## src/rtl/alu_seq.sv

```systemverilog
// ALU_SEQ: sequential ALU with a valid/ready request port and a held result.
// Operations: add, sub, and, or, xor, slt, shl complete in one cycle; mul is a
// shift-add multiplier that takes WIDTH cycles.
// Optional feature macro: ALU_SEQ_MUL_EN enables the multiplier. Without it
// op 111 completes in one cycle with out=0 and ovf=1 marking it unsupported.
module alu_seq #(
    parameter int WIDTH = 32
) (
    input  logic             clk,
    input  logic             rst_n,
    input  logic [WIDTH-1:0] a,
    input  logic [WIDTH-1:0] b,
    input  logic [2:0]       op,
    input  logic             in_valid,
    output logic             in_ready,
    output logic [WIDTH-1:0] out,
    output logic [3:0]       flags,
    output logic             out_valid,
    input  logic             out_ready
);

    localparam int SHW = $clog2(WIDTH);

    localparam logic [2:0] OP_ADD = 3'b000;
    localparam logic [2:0] OP_SUB = 3'b001;
    localparam logic [2:0] OP_AND = 3'b010;
    localparam logic [2:0] OP_OR  = 3'b011;
    localparam logic [2:0] OP_XOR = 3'b100;
    localparam logic [2:0] OP_SLT = 3'b101;
    localparam logic [2:0] OP_SHL = 3'b110;

`ifdef ALU_SEQ_MUL_EN
    localparam logic [2:0] OP_MUL = 3'b111;
    typedef enum logic [1:0] {
        S_IDLE = 2'd0,
        S_MUL  = 2'd1,
        S_DONE = 2'd2
    } state_t;
`else
    typedef enum logic [1:0] {
        S_IDLE = 2'd0,
        S_DONE = 2'd2
    } state_t;
`endif

    state_t             r_state;
    state_t             w_nextState;
    logic               w_accept;

    logic [WIDTH-1:0]   r_out;
    logic [3:0]         r_flags;

    logic [WIDTH:0]     w_sumWide;
    logic [WIDTH:0]     w_diffWide;
    logic               w_lessSigned;
    logic [WIDTH-1:0]   w_aluOut;
    logic               w_aluCarry;
    logic               w_aluOvf;
    logic [3:0]         w_aluFlags;

`ifdef ALU_SEQ_MUL_EN
    logic [WIDTH-1:0]   r_mcand;
    logic [2*WIDTH-1:0] r_prod;
    logic [SHW-1:0]     r_count;
    logic [WIDTH:0]     w_mulSum;
    logic [2*WIDTH-1:0] w_prodNext;
    logic               w_mulLast;
`endif

    // A request is taken only while idle; in_ready is the idle indication.
    assign w_accept = in_valid && (r_state == S_IDLE);

    // Single-cycle ALU on the live operands; its result is captured on the
    // accepting edge, so the operands are only needed for that one edge.
    always_comb begin
        w_sumWide    = {1'b0, a} + {1'b0, b};
        w_diffWide   = {1'b0, a} - {1'b0, b};
        w_lessSigned = ($signed(a) < $signed(b));
        w_aluOut     = '0;
        w_aluCarry   = 1'b0;
        w_aluOvf     = 1'b0;
        case (op)
            OP_ADD: begin
                w_aluOut   = w_sumWide[WIDTH-1:0];
                w_aluCarry = w_sumWide[WIDTH];
                w_aluOvf   = (a[WIDTH-1] == b[WIDTH-1]) &&
                             (w_sumWide[WIDTH-1] != a[WIDTH-1]);
            end
            OP_SUB: begin
                w_aluOut   = w_diffWide[WIDTH-1:0];
                w_aluCarry = w_diffWide[WIDTH];
                w_aluOvf   = (a[WIDTH-1] != b[WIDTH-1]) &&
                             (w_diffWide[WIDTH-1] != a[WIDTH-1]);
            end
            OP_AND: w_aluOut = a & b;
            OP_OR:  w_aluOut = a | b;
            OP_XOR: w_aluOut = a ^ b;
            OP_SLT: w_aluOut = {{(WIDTH-1){1'b0}}, w_lessSigned};
            OP_SHL: w_aluOut = a << b[SHW-1:0];
            default: begin
                w_aluOut = '0;
`ifdef ALU_SEQ_MUL_EN
                w_aluOvf = 1'b0;
`else
                w_aluOvf = 1'b1;
`endif
            end
        endcase
        w_aluFlags = {w_aluOut[WIDTH-1], w_aluOvf, w_aluCarry, (w_aluOut == '0)};
    end

`ifdef ALU_SEQ_MUL_EN
    // One shift-add step: add the multiplicand into the upper half when the
    // current multiplier bit (LSB of the product register) is set, then shift
    // the whole product right. After WIDTH steps r_prod holds the full a*b.
    always_comb begin
        w_mulSum   = {1'b0, r_prod[2*WIDTH-1:WIDTH]} +
                     (r_prod[0] ? {1'b0, r_mcand} : {(WIDTH+1){1'b0}});
        w_prodNext = {w_mulSum, r_prod[WIDTH-1:1]};
        w_mulLast  = (r_count == SHW'(WIDTH-1));
    end
`endif

    // State register; reset wins over acceptance and out_ready.
    always_ff @(posedge clk) begin
        if (!rst_n) begin
            r_state <= S_IDLE;
        end else begin
            r_state <= w_nextState;
        end
    end

    // Next-state logic and handshake outputs.
    always_comb begin
        w_nextState = r_state;
        in_ready    = (r_state == S_IDLE);
        out_valid   = (r_state == S_DONE);
        case (r_state)
            S_IDLE: begin
                if (in_valid) begin
`ifdef ALU_SEQ_MUL_EN
                    w_nextState = (op == OP_MUL) ? S_MUL : S_DONE;
`else
                    w_nextState = S_DONE;
`endif
                end
            end
`ifdef ALU_SEQ_MUL_EN
            S_MUL: begin
                if (w_mulLast) begin
                    w_nextState = S_DONE;
                end
            end
`endif
            S_DONE: begin
                if (out_ready) begin
                    w_nextState = S_IDLE;
                end
            end
            default: w_nextState = S_IDLE;
        endcase
    end

    // Result and multiplier datapath; out/flags only change when a new result
    // is produced, so they stay stable for the whole time DONE is held.
    always_ff @(posedge clk) begin
        if (!rst_n) begin
            r_out   <= '0;
            r_flags <= '0;
`ifdef ALU_SEQ_MUL_EN
            r_mcand <= '0;
            r_prod  <= '0;
            r_count <= '0;
`endif
        end else begin
            if (w_accept) begin
`ifdef ALU_SEQ_MUL_EN
                if (op == OP_MUL) begin
                    r_mcand <= a;
                    r_prod  <= {{WIDTH{1'b0}}, b};
                    r_count <= '0;
                end else begin
                    r_out   <= w_aluOut;
                    r_flags <= w_aluFlags;
                end
`else
                r_out   <= w_aluOut;
                r_flags <= w_aluFlags;
`endif
            end
`ifdef ALU_SEQ_MUL_EN
            else if (r_state == S_MUL) begin
                r_prod  <= w_prodNext;
                r_count <= r_count + SHW'(1);
                if (w_mulLast) begin
                    r_out   <= w_prodNext[WIDTH-1:0];
                    r_flags <= {w_prodNext[WIDTH-1],
                                (|w_prodNext[2*WIDTH-1:WIDTH]),
                                1'b0,
                                (w_prodNext[WIDTH-1:0] == '0)};
                end
            end
`endif
        end
    end

    assign out   = r_out;
    assign flags = r_flags;

endmodule

```

## config.mk

```make
export PLATFORM = sky130hd
export DESIGN_NAME = alu_seq
export DESIGN_NICKNAME = d
export VERILOG_FILES = /design/src/rtl/alu_seq.sv
export SDC_FILE = /design/constraint.sdc
export NUM_CORES = 1
export LEC_CHECK = 0
export ABC_AREA = 1
export BUFFER_PORTS_ARGS = -buffer_cell sky130_fd_sc_hd__buf_4
export CAP_MARGIN = 10
export CORE_MARGIN = 2
export CORE_UTILIZATION = 52
export DETAILED_ROUTE_END_ITERATION = 10
export MAX_ROUTING_LAYER = met4
export PLACE_DENSITY = 0.73
export SLEW_MARGIN = 10
export SYNTH_ARGS = -nofsm -noshare
export SYNTH_HDL_FRONTEND = slang
export SYNTH_SLANG_ARGS = --single-unit
```

## constraint.sdc

```tcl
create_clock -name clk -period 7.6 [get_ports clk]
set_input_delay 1.14 -clock clk [delete_from_list [all_inputs] [get_ports clk]]
set_output_delay 1.14 -clock clk [all_outputs]
set_load 0.01 [all_outputs]
```

Word level (Yosys, flattened, before mapping)
Index checks and enable logic that the tools add are counted.

Register bits: 38. Output and inout port bits: 38. Word-level logic and storage cells: 37.

Add/subtract/negate cells: 2. $lt $le $gt $ge: 1. Equality and inequality tests: 13. Shifts and indexed selects: 1. Mux-type cells: 6. Bitwise logic cells: 3. Reduce and logical (&&, ||, !) cells: 8.

Operators with widths (number): case mux 32 bit (7 select lines) (1); adder 32 x 32 -> 33 bit (1); subtractor 32 x 32 -> 33 bit (1); AND 32 bit (1); zero test 32 bit (1); less-than comparator 32 bit (1); bitwise OR 32 bit (1); left shift 32 x 5 -> 32 bit (1); bitwise XOR 32 bit (1); == test 3 bit, second input constant (3); == test 3 x 2 -> 1 bit, second input constant (2); OR reduction 5 bit (1); 2-to-1 mux 2 bit (2); case mux 2 bit (2 select lines) (1); == test 3 x 1 -> 1 bit, second input constant (1); logical AND 1 bit (3); zero test 3 bit (1); != test 1 bit (3); case mux 1 bit (3 select lines) (1); == test 2 bit, second input constant (1); zero test 2 bit (1); != test 2 x 1 -> 1 bit, second input constant (1); != test 2 bit, second input constant (1); case mux 1 bit (2 select lines) (1); 2 further kinds (2).

Logic depth before layout (Yosys ltp)
Gate-level depths: netlist (run 1).

Depth after elaboration: 4. Mapped depth: 23. Mapped depth without buffers: 21.

Worst setup path after synthesis (run 1)
OpenSTA, ideal clock, no wires.

Kind: input to register. Start: input b[1]. End: register r_flags[0], in the netlist flags[0]. Library setup time: 0.071 ns. Arrival time: 3.274 ns. Required time: 7.529 ns. Setup slack: 4.255 ns. Stages on the path: 20. Path buffers: 1. Cells stage by stage: inv_2 clkbuf_1 ha_1 nor2_1 nand2_1 nand2_1 nand3_1 nand2_1 nand2_1 nand2_1 nand3_1 nand2_1 nand2_1 nand2_1 nor2_1 nor2_2 nand2_1 nor2_1 nand3_1 a21oi_1.

Cells in the longest elaborated chain, start to end: 3. Elaborated cells between the ends (all ways): 9. Those cells by class: add/sub (2); order compare (1); shift (1); mux (1); bitwise (3); reduce/logical (1).

Ends and longest elaborated chain: start: declaration (line 12) `input logic [WIDTH-1:0] b,`; subtractor 32 x 32 -> 33 bit (tied with other cells) (line 77) `w_diffWide = {1'b0, a} - {1'b0, b};`; case mux 32 bit (7 select lines) (*) (line 82) `case (op)`; zero test 32 bit (*) (line 109) `w_aluFlags = {w_aluOut[WIDTH-1], w_aluOvf, w_aluCarry, (w_aluOut == '0)};`; end signal: assignment (line 188) `r_flags <= w_aluFlags;`; end: declaration (line 51) `logic [3:0] r_flags;`.

Every way passes the cells marked *; elsewhere a longest branch is shown, timed or not. A chain may end at the register's enable or synchronous reset.

Worst setup path after layout (run 1)
Start: input b[3]. End: register r_flags[0], in the netlist flags[0].

Same word-level chain as after synthesis.

==> flow_summary_export.csv, run 1 <==
group,metric,value,unit
setup_path,cp-start-kind,"primary input",
place,hpwl,34000,um
routing,remaining_drc_errors,0,
floorplanning,core,18000,sq um
synthesis,synth.area.top_cells,"nand2_1 21%, nand3_1 16%, ha_1 13%",
setup_path,cp.arrival,5.03,ns
routing,drt-initial-drc-count,1943,
clock_tree,clock_sinks,36,
power_and_ir_drop,leakagePower,5.91,nW
global_routing,grt_overflow,0,
place,gp_congestion,1.05,
routing,viasPerCell,6.00,
final_layout,multi_input_area,7400,sq um
clock_tree,cts_buffer_depth,2,
sta,finClkSkew,0.00480,ns
final_layout,final_common_cell,"nand2_1",
floorplanning,num_rows,49,
clock_tree,cts_resized,0,
sta,max_freq,0.207,GHz
floorplanning,start_util,0.533,
flow_run,drv_cap,0,
setup_path,crit_fanout,35,
routing,first_pass_iters,6,
clock_tree,cts-hold-fix-buffers,0,
final_layout,syn_to_final_growth,9.31,%
final_layout,nFillCells,1927,
synthesis,yosys.area.top_type_share,0.209,
sta,rsz0062_at_grt,"no",
synthesis,yosysSeqAreaShare,0.0750,
place,placedCellCount,2122,
sta,finalCritPeriodShare,0.636,
sta,slew_viol_final,0,
sta,setup_viol,0,
sta,fin_crit,4.83,ns
floorplanning,num_io_pins,109,
synthesis,ys_types,40,
clock_tree,cts_setup_buffers,0,
routing,drtAntennaViolNets,0,
sta,maxSlewHeadroom,0.345,
setup_path,worst_ep_required_time,7.80,ns
final_layout,regArea,721,sq um
clock_tree,numCtsBuffers,5,
sta,hold_violations,0,
synthesis,syn_area_per_cell,5.18,sq um
power_and_ir_drop,ir_drop,0.249,mV
global_routing,grt_pass1_wl,63100,um
routing,wl_per_cell,19.4,um
final_layout,fin_nets,2075,
routing,routed_wl,41300,um
clock_tree,cts_tree,"done",
sta,max_slew.worst_pin.slew,0.976,ns
global_routing,antenna_found_initial,0,
power_and_ir_drop,fin_total_pwr,1.18,mW
final_layout,drive_gt1_frac,0.0789,
routing,vias,12800,
final_layout,antenna_cells,0,
place,port-buffer-count,108,
final_layout,fin_util,0.583,
worst_hold_path,hold_class,"register to register",
global_routing,grt_max_degree,53,
synthesis,synth_nets,2032,
setup_path,end_kind,"register",
clock_tree,cts-htree-levels,2,
global_routing,grt_usage,0.421,
synthesis,ys_warn_count,0,
clock_tree,root_buffer,"clkbuf_16",
synthesis,synthCells,1857,
clock_tree,clk_latency,0.28,ns
global_routing,grt_pass1_vias,11500,
outcome,status,"finished clean",
sta,final.setup.tns,0,ns
power_and_ir_drop,powerDensity,113,nW/um^2
final_layout,final_cell_mix,"534 x nand2_1, 301 x nand3_1, 278 x inv_1, 204 x nor2_1, 112 x buf_4",
synthesis,synth_area,9610,sq um
clock_tree,clkTransAtPathRegs,0.05,ns
final_layout,fin_cells,2130,
floorplanning,dieWidth,140,um
synthesis,synth_top_cell_by_area,"nand2_1",
synthesis,synth-seq-cells,36,
setup_path,criticalPathCategory,"primary input to register",
floorplanning,die_y,140,um
floorplanning,die_area,19600,sq um
==> kinds of logic after synthesis <==
| family | after synthesis | synth area share |
|---|---|---|
| buffers and inverters | 368 | 0.156 |
| and+or+nand+nor | 1114 | 0.493 |
| DFF | 36 | 0.0750 |
| AOI/OAI and AO/OA | 232 | 0.137 |
| adders and majority gates | 104 | 0.137 |
| xor gates and xnor gates | 3 | 0.00273 |
==> per-stage QoR <==
stage,hold slack (ns),setup WS (ns),area [sq um]
global route,0.499,2.41,10500
finish,0.496,2.77,10500
detailed placement,0.482,2.56,10300
CTS,0.488,2.85,10500
global placement,0.455,2.63,10300
floorplan,0.490,4.26,9610
==> power breakdown <==
group	switching, mW	total [mW]	internal, mW
sequential	0.00910	0.215	0.205
combinational	0.511	0.738	0.228
clock	0.0766	0.231	0.154
==> synth_stat cells (all sizes together) <==
library cell    n
o211ai         18
inv           289
fa              2
o22ai          17
clkbuf         26
o31ai           1
and2            3
or2             3
a21oi          99
o21ai          72
o21a            1
a211oi          2
and3            5
a221oi          3
clkinv          3
dfxtp          36
xor2            3
nand3         305
nor3           21
buf            50
nor2          213
nand4          24
nand2         534
o221ai          3
o21bai          9
nand3b          6
ha            102
a31oi           7
==> state kept, by name, summed over array words and instances, names as in the netlist <==
signal   count
out         32
flags        3
r_state      1
==> path summary, 6_finish.rpt <==
| kind | end | slack (ns) | start | cells after the start |
|---|---|---|---|---|
| worst max-delay path | flags[0] | 2.77 | b[3] | 19 |
| worst min-delay path | flags[0] | 0.50 | flags[0] | 2 |
| worst max register to register | flags[0] | 4.96 | r_state[1] | 15 |
| worst min register to register | flags[0] | 0.50 | flags[0] | 2 |
==> critical path, cell delays in order <==
cell and delay [ns]:
buf_4 0.30, clkinv_1 0.86, ha_1 0.84, nand2_1 0.15
nor2_1 0.16, nand2_1 0.07, nand2_1 0.14, nand2_1 0.09
nand2_1 0.11, nand2_1 0.06, nand3_1 0.08, nand3_1 0.13
nor2_1 0.21, nand3_1 0.11, nor2_1 0.22, nand2_1 0.07
nor2_1 0.11, nand3_1 0.08, a21oi_1 0.12
==> layout make-up <==
class	instances	area share
Clock buffer	6	0.0123
Tap cell	229	0.0273
Clock inverter	2	0.00333
Inverter	292	0.104
Sequential cell	36	0.0686
Multi-Input combinational cell	1453	0.704
Timing Repair Buffer	112	0.0800
==> routing by layer <==
layer,global-route usage,vias to the layer above,part of all wire
met3,0.0947,107,0.13
met1,0.568,5776,0.41
met5,-,-,0
li1,-,6042,-
met4,0.156,0,0.040
met2,0.615,857,0.42
Power figures use the tool's default switching activity.
==> run 2: changes to the inputs <==
PLACE_DENSITY = 0.76   (was 0.73)
clock period = 3.96 ns   (was 7.6 ns; I/O delays follow)
==> flow_summary_export.csv, run 2 (synthesis results as in run 1) <==
group,metric,value,unit
setup_path,reg2regPathDepth,13,
clock_tree,root_buffer,"clkbuf_16",
setup_path,criticalPathCategory,"primary input to register",
power_and_ir_drop,powerDensity,216,nW/um^2
clock_tree,cts_buffer_depth,2,
floorplanning,start_util,0.533,
setup_path,worst_ep_required_time,4.15,ns
final_layout,final_cell_mix,"534 x nand2_1, 301 x nand3_1, 278 x inv_1, 204 x nor2_1, 126 x buf_4",
setup_path,r2r_setup_slack,1.73,ns
setup_path,crit_chain,"buf_4 -> buf_4 -> inv_2 -> ha_1 -> nand2_1 -> nand2_1 -> nand2_1 -> nand2_1 -> nand3_1 -> nand2_1 -> a31oi_1 -> nand3_1 -> nor2_1 -> nand2_1 -> nor2_1 -> nand3_1 -> a21oi_1",
power_and_ir_drop,switchingPower,1.15,mW
global_routing,grt_usage,0.429,
sta,max_slew.worst_pin.slew,0.870,ns
sta,fin_crit,3.25,ns
setup_path,max_stage_delay,0.43,ns
global_routing,grt_pass1_vias,11400,
power_and_ir_drop,p_int,1.13,mW
power_and_ir_drop,leakagePower,5.98,nW
final_layout,multi_input_area,7400,sq um
global_routing,grt_pass1_wl,64100,um
final_layout,syn_to_final_growth,10.4,%
clock_tree,cts_tree,"done",
power_and_ir_drop,pwr-share-clk,0.189,
floorplanning,num_io_pins,109,
global_routing,grt_max_degree,52,
final_layout,fin_util,0.589,
setup_path,end_kind,"register",
floorplanning,die_y,140,um
sta,final.setup.tns,0,ns
setup_path,r2r_end,"flags[0]",
routing,drt-initial-drc-count,1902,
setup_path,path_common_cell,"nand2_1",
setup_path,worst-path-buf-inv,3,
final_layout,largest_register_ffs,32,
setup_path,cp.arrival,3.45,ns
sta,max_freq,0.307,GHz
routing,remaining_drc_errors,0,
outcome,status,"finished clean",
final_layout,nFillCells,1917,
flow_run,drv_cap,0,
setup_path,cp.depth,17,
sta,slew_viol_final,0,
setup_path,cp-start-kind,"primary input",
sta,setup_viol,0,
floorplanning,core,18000,sq um
sta,maxSlewHeadroom,0.419,
setup_path,crit_fanout,49,
final_layout,regArea,721,sq um
clock_tree,numCtsBuffers,5,
power_and_ir_drop,fin_total_pwr,2.29,mW
final_layout,drive_gt1_frac,0.0856,
sta,whs,0.480,ns
clock_tree,clk_latency,0.28,ns
setup_path,r2r-start,"r_state[1]",
clock_tree,cts_resized,0,
power_and_ir_drop,combPwrFrac,0.630,
floorplanning,num_rows,49,
setup_path,crit_slowest_cell,"a31oi_1",
routing,viasPerCell,6.01,
clock_tree,clock_sinks,36,
global_routing,grt_overflow,0,
power_and_ir_drop,ir_drop,0.387,mV
routing,first_pass_iters,7,
global_routing,antenna_found_initial,0,
routing,drtAntennaViolNets,0,
place,hpwl,34800,um
worst_hold_path,hold_class,"register to register",
clock_tree,clkTransAtPathRegs,0.05,ns
clock_tree,cts-htree-levels,2,
routing,routed_wl,42200,um
place,gp_congestion,1.13,
routing,vias,12900,
clock_tree,cts_setup_buffers,0,
sta,rsz0062_at_grt,"no",
power_and_ir_drop,p_sw_frac,0.504,
routing,wl_per_cell,19.7,um
floorplanning,dieWidth,140,um
setup_path,path_delay_family,"simple AND/OR/NAND/NOR gates",
power_and_ir_drop,pwr-share-seq,0.180,
clock_tree,cts-hold-fix-buffers,0,
worst_hold_path,hold_start,"flags[1]",
final_layout,final_common_cell,"nand2_1",
floorplanning,die_area,19600,sq um
final_layout,antenna_cells,0,
worst_hold_path,hold_end,"flags[1]",
sta,finalCritPeriodShare,0.822,
final_layout,fin_nets,2089,
place,port-buffer-count,108,
sta,finClkSkew,0.00466,ns
worst_hold_path,min_path_cells,2,
sta,hold_violations,0,
[run 2: cell types whose count changed in the layout (fill, tap and decap cells not counted)]
| cell | change |
|---|---|
| buf_4 | +14 |
[run 2: layer usage]
layer | vias up | share of wire | track usage
met2 | 934 | 0.42 | 0.635
met1 | 5760 | 0.41 | 0.587
li1 | 6073 | - | -
met3 | 108 | 0.13 | 0.0790
met5 | - | 0 | -
met4 | 0 | 0.040 | 0.146
[run 2: tightest hold or removal path: stages (launching register included)]
cell and delay [ns]:
dfxtp_1 0.31, nand2_1 0.06, a21oi_1 0.06
[run 2: worst max-delay path by stage]
stage | startpoint | endpoint
final | b[0] | flags[0]
after global routing | b[1] | flags[0]
after CTS | b[1] | flags[0]
after detailed placement | b[1] | flags[0]
after global placement | b[1] | flags[0]
after floorplan | b[1] | flags[0]
[run 2: area by class of cell]
class | instances | area share
repair buffers | 126 | 0.0891
clock buffers | 6 | 0.0121
clock inverters | 2 | 0.00330
flip-flops and latches | 36 | 0.0679
inverters | 292 | 0.103
multi-input cells | 1453 | 0.697
well taps | 229 | 0.0270
[run 2: per-stage QoR]
stage,worst slack (ns),instance area (sq um),cells
after floorplan,1.16,9610,1857
after global placement,0.555,10400,2136
after detailed placement,0.595,10400,2136
after CTS,0.862,10600,2144
after global routing,0.562,10600,2144
final,0.706,10600,2144
[run 2: power by group through the flow]
stage / sequential, mW / clock, mW / combinational (mW)
after floorplan: 0.431 / 0 / 0.886
after CTS: 0.412 / 0.435 / 1.38
after global placement: 0.417 / 0 / 1.37
after detailed placement: 0.418 / 0 / 1.38
final: 0.412 / 0.433 / 1.44
after global routing: 0.415 / 0.447 / 1.57
